File: config.mk
export PLATFORM = sky130hd
export DESIGN_NAME = mult_requester_flat
export DESIGN_NICKNAME = d
export VERILOG_FILES = /design/src/rtl/mult_pkg.sv /design/src/rtl/mult_requester_if.sv /design/src/rtl/mult_req_fifo.sv /design/src/rtl/mult_requester.sv /design/src/flat_wrapper.sv
export SDC_FILE = /design/constraint.sdc
export NUM_CORES = 1
export LEC_CHECK = 0
export BUFFER_PORTS_ARGS = -buffer_cell sky130_fd_sc_hd__buf_4
export CAP_MARGIN = 0
export CORE_MARGIN = 1.5
export CORE_UTILIZATION = 52
export DETAILED_ROUTE_END_ITERATION = 6
export HOLD_SLACK_MARGIN = 0.06
export PLACE_DENSITY = 0.75
export SLEW_MARGIN = 40
export SYNTH_ARGS = -nofsm -noshare
export SYNTH_HDL_FRONTEND = slang
export SYNTH_HIERARCHICAL = 1
export SYNTH_SLANG_ARGS = --single-unit
File: constraint.sdc
create_clock -name clk -period 5.25 [get_ports clk]
set_input_delay 0 -clock clk [delete_from_list [all_inputs] [get_ports clk]]
set_output_delay 0 -clock clk [all_outputs]
set_load 0.01 [all_outputs]
File: src/rtl/mult_pkg.sv
// Shared types and default sizing for the multiplier requester slice.
package mult_pkg;

    typedef enum logic [1:0] {
        IDLE,
        ISSUE,
        WAIT,
        HOLD
    } req_state_t;

    localparam int DEF_WIDTH = 8;
    localparam int DEF_DEPTH = 4;

endpackage

File: src/rtl/mult_requester_if.sv
// Load/done handshake between the requester and an external multi-cycle multiplier.
interface mult_requester_if #(
    parameter int WIDTH = mult_pkg::DEF_WIDTH
);
    logic               mult_ld;
    logic [WIDTH-1:0]   mult_a;
    logic [WIDTH-1:0]   mult_b;
    logic               mult_ready;
    logic               mult_done;
    logic [2*WIDTH-1:0] mult_product;

    modport master (
        output mult_ld, mult_a, mult_b,
        input  mult_ready, mult_done, mult_product
    );

    modport slave (
        input  mult_ld, mult_a, mult_b,
        output mult_ready, mult_done, mult_product
    );
endinterface

File: src/rtl/mult_req_fifo.sv
// Operand-pair FIFO: registered occupancy, no write-to-read bypass, pointers wrap modulo DEPTH.
module mult_req_fifo #(
    parameter int W     = 16,
    parameter int DEPTH = 4
) (
    input  logic                       clk,
    input  logic                       reset,
    input  logic                       push,
    input  logic [W-1:0]               wdata,
    input  logic                       pop,
    output logic [W-1:0]               rdata,
    output logic                       full,
    output logic                       empty,
    output logic [$clog2(DEPTH+1)-1:0] count
);
    localparam int AW = $clog2(DEPTH);
    localparam int CW = $clog2(DEPTH + 1);

    logic [W-1:0]  mem [DEPTH];
    logic [AW-1:0] wr_ptr;
    logic [AW-1:0] rd_ptr;
    logic          do_push;
    logic          do_pop;

    assign full    = (count == CW'(DEPTH));
    assign empty   = (count == '0);
    assign do_push = push && !full;
    assign do_pop  = pop && !empty;
    assign rdata   = mem[rd_ptr];

    // NOTE: storage array has no reset; occupancy and pointers alone define what is valid.
    always_ff @(posedge clk) begin
        if (do_push) begin
            mem[wr_ptr] <= wdata;
        end
    end

    // NOTE: sequential state uses non-blocking assignments so every flop samples pre-edge values.
    always_ff @(posedge clk or posedge reset) begin
        if (reset) begin
            wr_ptr <= '0;
            rd_ptr <= '0;
            count  <= '0;
        end else begin
            if (do_push) wr_ptr <= wr_ptr + 1'b1;
            if (do_pop)  rd_ptr <= rd_ptr + 1'b1;
            count <= count + CW'(do_push) - CW'(do_pop);
        end
    end
endmodule

File: src/rtl/mult_requester.sv
// Buffers operand pairs and feeds them one at a time to an external multiplier,
// holding each product until downstream accepts it.
module mult_requester
    import mult_pkg::*;
#(
    parameter int WIDTH = DEF_WIDTH,
    parameter int DEPTH = DEF_DEPTH
) (
    input  logic                       clk,
    input  logic                       reset,
    input  logic                       in_valid,
    output logic                       in_ready,
    input  logic [WIDTH-1:0]           in_a,
    input  logic [WIDTH-1:0]           in_b,
    mult_requester_if.master           mbus,
    output logic                       out_valid,
    input  logic                       out_ready,
    output logic [2*WIDTH-1:0]         out_product,
    output logic [$clog2(DEPTH+1)-1:0] count,
    output logic                       protocol_err
);
    req_state_t         state_q;
    req_state_t         state_d;
    logic               fifo_pop;
    logic               fifo_full;
    logic               fifo_empty;
    logic [2*WIDTH-1:0] fifo_rdata;
    logic [WIDTH-1:0]   a_q;
    logic [WIDTH-1:0]   b_q;

    assign in_ready = !fifo_full;

    mult_req_fifo #(
        .W     (2 * WIDTH),
        .DEPTH (DEPTH)
    ) u_fifo (
        .clk   (clk),
        .reset (reset),
        .push  (in_valid),
        .wdata ({in_a, in_b}),
        .pop   (fifo_pop),
        .rdata (fifo_rdata),
        .full  (fifo_full),
        .empty (fifo_empty),
        .count (count)
    );

    always_ff @(posedge clk or posedge reset) begin
        if (reset) state_q <= IDLE;
        else       state_q <= state_d;
    end

    // NOTE: every combinational output is defaulted before the case so no path infers a latch.
    always_comb begin
        state_d  = state_q;
        fifo_pop = 1'b0;
        case (state_q)
            IDLE: begin
                if (!fifo_empty && mbus.mult_ready) begin
                    fifo_pop = 1'b1;
                    state_d  = ISSUE;
                end
            end
            ISSUE:   state_d = WAIT;
            WAIT:    if (mbus.mult_done) state_d = HOLD;
            HOLD:    if (out_ready)      state_d = IDLE;
            default: state_d = IDLE;
        endcase
    end

    assign mbus.mult_ld = (state_q == ISSUE);
    assign mbus.mult_a  = a_q;
    assign mbus.mult_b  = b_q;
    assign out_valid    = (state_q == HOLD);

    // Operands move only on the IDLE pop; the product is captured only in WAIT.
    always_ff @(posedge clk or posedge reset) begin
        if (reset) begin
            a_q          <= '0;
            b_q          <= '0;
            out_product  <= '0;
            protocol_err <= 1'b0;
        end else begin
            if (fifo_pop) begin
                {a_q, b_q} <= fifo_rdata;
            end
            if (mbus.mult_done && state_q == WAIT) begin
                out_product <= mbus.mult_product;
            end
            if (mbus.mult_done && state_q != WAIT) begin
                protocol_err <= 1'b1;
            end
        end
    end
endmodule

File: src/flat_wrapper.sv
// flat-port wrapper written by rule: the top's interface ports become plain ports
module mult_requester_flat import mult_pkg::*;
#(
    parameter int WIDTH = DEF_WIDTH,
    parameter int DEPTH = DEF_DEPTH
)
  (clk, reset, in_valid, in_ready, in_a, in_b, out_valid, out_ready, out_product, count, protocol_err, mbus_mult_ld, mbus_mult_a, mbus_mult_b, mbus_mult_ready, mbus_mult_done, mbus_mult_product);
  mult_requester_if #(.WIDTH(WIDTH)) mbus_i ();
  input  logic clk;
  input  logic reset;
  input  logic in_valid;
  output logic in_ready;
  input  logic [WIDTH-1:0] in_a;
  input  logic [WIDTH-1:0] in_b;
  output logic out_valid;
  input  logic out_ready;
  output logic [2*WIDTH-1:0] out_product;
  output logic [$clog2(DEPTH+1)-1:0] count;
  output logic protocol_err;
  output wire logic [$bits(mbus_i.mult_ld)-1:0] mbus_mult_ld;
  output wire logic [$bits(mbus_i.mult_a)-1:0] mbus_mult_a;
  output wire logic [$bits(mbus_i.mult_b)-1:0] mbus_mult_b;
  input wire logic [$bits(mbus_i.mult_ready)-1:0] mbus_mult_ready;
  input wire logic [$bits(mbus_i.mult_done)-1:0] mbus_mult_done;
  input wire logic [$bits(mbus_i.mult_product)-1:0] mbus_mult_product;
  assign mbus_mult_ld = mbus_i.mult_ld;
  assign mbus_mult_a = mbus_i.mult_a;
  assign mbus_mult_b = mbus_i.mult_b;
  assign mbus_i.mult_ready = mbus_mult_ready;
  assign mbus_i.mult_done = mbus_mult_done;
  assign mbus_i.mult_product = mbus_mult_product;
  mult_requester #(.WIDTH(WIDTH), .DEPTH(DEPTH)) u_core (.clk(clk), .reset(reset), .in_valid(in_valid), .in_ready(in_ready), .in_a(in_a), .in_b(in_b), .mbus(mbus_i), .out_valid(out_valid), .out_ready(out_ready), .out_product(out_product), .count(count), .protocol_err(protocol_err));
endmodule
==> results.yml <==
layout:
  syn2layout_area_growth_pct: 28.4
  fin_util_pct: 69.5
  multi_input_area_um2: 1150
  antenna_cells: 0
  nNetsFinal: 383
  nFillCells: 506
  ff_latch_area_um2: 2970
  final_area_um2: 5420
  drive_above_1_share_pct: 41.4
place:
  dp_hpwl_um: 4440
  gp_congestion: 0.706
  dpl-instance-area_um2: 4880
  portBuffers: 76
routing:
  viasPerCell: 5.16
  final_antenna_net_count: 0
  vias: 2269
  drt_pass1_iterations: 4
  wl_um: 7530
  drt_iter0_markers: 144
  drc: 0
  wl_per_cell_um: 17.1
worst_hold_path:
  worstHoldStart: "mbus_mult_ready"
  min_to: "u_core/state_q[0]"
  whs_path_depth: 4
  min_path_type: "primary input to register"
cts:
  numCtsBuffers: 9
  cts_hold_buf: 36
  clock_latency_ns: 0.35
  post_cts_resized: 0
  cts.reportedPaths.clkPinSlew_ns: 0.10
  cts.path.max_buffers: 2
  post-cts-setup-buffer-count: 0
  cts_tree: "yes"
  cts_num_sinks: 106
  root_buffer: "clkbuf_8"
  htree_levels: 3
synthesis:
  syn-num-nets: 265
  synthSimpleGateAreaFrac_pct: 3.20
  syn_inst: 215
  muxShareOfSynthArea_pct: 18.3
  ys_types: 27
  ys_warn_count: 6
  synth_xor_area_share_pct: 0.829
  synthesis.area_um2: 4230
  synth-adder-area-share_pct: 3.73
  yosys_register_bits: 106
  avgSynthCellArea_um2: 19.7
  synth-compound-area-share_pct: 1.15
  synth_top_family_by_area: "multiplexers"
  yosysSeqAreaShare_pct: 70.4
setup_path:
  cp.arrival_ns: 3.04
  crit_path_end_kind: "register"
  crit_required_ns: 5.50
  regToRegSetupSlack_ns: 2.46
  r2r-start: "u_core/u_fifo/count[1]"
  crit_type: "register to register"
  crit_fanout: 17
  r2r_end: "u_core/u_fifo/count[2]"
  r2r_cells: 11
  start_kind: "register"
pwr:
  ir_drop_v: 0.000284
  p_int_mw: 1.90
  total_power_mw: 2.77
  power_leakage_nw: 2.21
  seqPwrFrac_pct: 49.4
  netSwitchingFraction_pct: 31.3
  power_density_nw_per_um2: 510
  combPwrFrac_pct: 34.5
  clockPowerShare_pct: 16.2
  p_sw_uw: 865
die:
  start_util_pct: 54.1
  core-area_um2: 7810
  die_h_um: 93.1
  design.die.area_um2: 8680
  rows: 32
  pin_count: 77
  dieWidth_um: 93.1
grt:
  grt_start_max_net_pins: 35
  antenna_found_initial: 0
  grt_pass1_vias: 2365
  grtUsageTotal_pct: 18.9
  grt_pass1_wl_um: 12200
  overflow: 0
sta:
  finalCritPeriodShare_pct: 53.2
  finalMaxSlewViolations: 0
  slew_headroom_pct: 45.7
  fin_tns_setup_ns: 0
  grt_setup_unrepaired: "no"
  finClkSkew_ns: 0.0107
  report.final.hold_viol_count: 0
  setup_violations: 0
  fmax_mhz: 358
  hold_ws_ns: 0.106
  worstMarginPinSlew_ns: 0.815
  post-route-min-period_ns: 2.79
run_status:
  outcome: "completed"
run:
  cap_violations: 0
cell usage in the layout (no fill, tap or decap):
cell type      instances
nand2_1                2
edfxtp_1              64
ha_1                  11
a222oi_1               1
nor3b_4                1
clkbuf_8               9
nor3_1                 1
buf_4                 77
fa_1                   1
nand2b_1               5
mux2_2                32
dfrtp_2                1
inv_6                  2
nand3b_2               1
nand4bb_1              2
inv_1                 14
mux2i_1                1
dlygate4sd3_1         36
nor2_1                 1
mux2_1                 1
mux4_2                 8
clkinvlp_4             3
clkinv_2               1
o211ai_1               2
o31ai_1                1
xnor2_1                4
o311ai_0               1
o21bai_1               1
clkinv_4               1
and3b_2                4
dfrtp_1               41
mux4_1                 8
sequential cells by signal, indices dropped and copies added (netlist names), 2 cells and up:
name and count:
u_core/u_fifo/mem 64, u_core/out_product 16, u_core/mbus.mult_a 8, u_core/mbus.mult_b 8
u_core/u_fifo/count 3, u_core/state_q 2, u_core/u_fifo/rd_ptr 2, u_core/u_fifo/wr_ptr 2
kinds of logic after synthesis:
family	Yosys count
DFF	106
muxes	50
buffers and inverters	20
and+or+nand+nor	17
adders and majority gates	12
AOI/OAI and AO/OA	6
xor gates and xnor gates	4
power groups by stage:
stage	clock (mW)	combinational [mW]	sequential [mW]
2_1_floorplan	0	0.588	1.35
3_3_place_gp	0	0.915	1.37
3_5_place_dp	0	0.939	1.39
4_1_cts	0.459	0.961	1.37
5_1_grt	0.502	1.03	1.40
6_report	0.447	0.954	1.37
cell type report:
cell class | instances | share of cell area [%]
clock inverter | 7 | 0.992
timing repair buffer | 113 | 17.3
clock buffer | 9 | 2.28
sequential | 106 | 54.8
tap | 102 | 2.35
multi-input combinational | 89 | 21.3
inverter | 14 | 0.969
per-layer routing:
metal	global-route usage [%]	share of wire [%]	vias to the layer above
met1	26.6	45	1139
met5	0	0	-
met3	3.17	3.8	6
met4	5.68	0.84	0
met2	30.5	50	69
li1	-	-	1055
critical path, cell delays in order (launching register included):
cell and delay (ns):
dfrtp_1 0.49, nor3_1 0.25, nand3b_2 0.47, inv_1 0.11, o31ai_1 0.13, inv_1 0.09, ha_1 0.28, inv_1 0.04
ha_1 0.18, fa_1 0.37, xnor2_1 0.14, xnor2_1 0.13
how the worst max path moves through the flow:
stage                                       from                      to
after floorplan           u_core/u_fifo/count[1]  u_core/u_fifo/count[2]
after global placement    u_core/u_fifo/count[1]  u_core/u_fifo/count[2]
after detailed placement  u_core/u_fifo/count[1]  u_core/u_fifo/count[2]
after CTS                 u_core/u_fifo/count[1]  u_core/u_fifo/count[2]
after global routing      u_core/u_fifo/count[1]  u_core/u_fifo/count[2]
final                     u_core/u_fifo/count[1]  u_core/u_fifo/count[2]
through the flow:
step	worst slack (ns)	cells
after floorplan	2.65	215
after global placement	2.54	388
after detailed placement	2.44	388
after CTS	2.43	440
after global routing	2.16	440
final	2.46	440
synthesized netlist by cell type:
master	instances	area [µm²]
nor3b_4	1	18.8
buf_2	4	20.0
nor3_1	1	5.00
o211ai_1	2	15.0
nand2_1	2	7.51
fa_1	1	20.0
buf_6	1	11.3
o31ai_1	1	7.51
o21bai_1	1	7.51
mux2_2	32	360
mux4_1	8	210
nor2_1	1	3.75
mux4_2	8	180
edfxtp_1	64	1920
and3b_1	4	35.0
nand2b_1	5	31.3
buf_12	1	20.0
xnor2_1	4	35.0
inv_1	14	52.6
ha_1	11	138
mux2_1	1	11.3
dfrtp_1	42	1050
o311ai_0	1	8.76
a222oi_1	1	10.0
nand4bb_1	2	22.5
mux2i_1	1	10.0
nand3b_2	1	11.3
No activity file was read; power rests on OpenSTA's default activity.
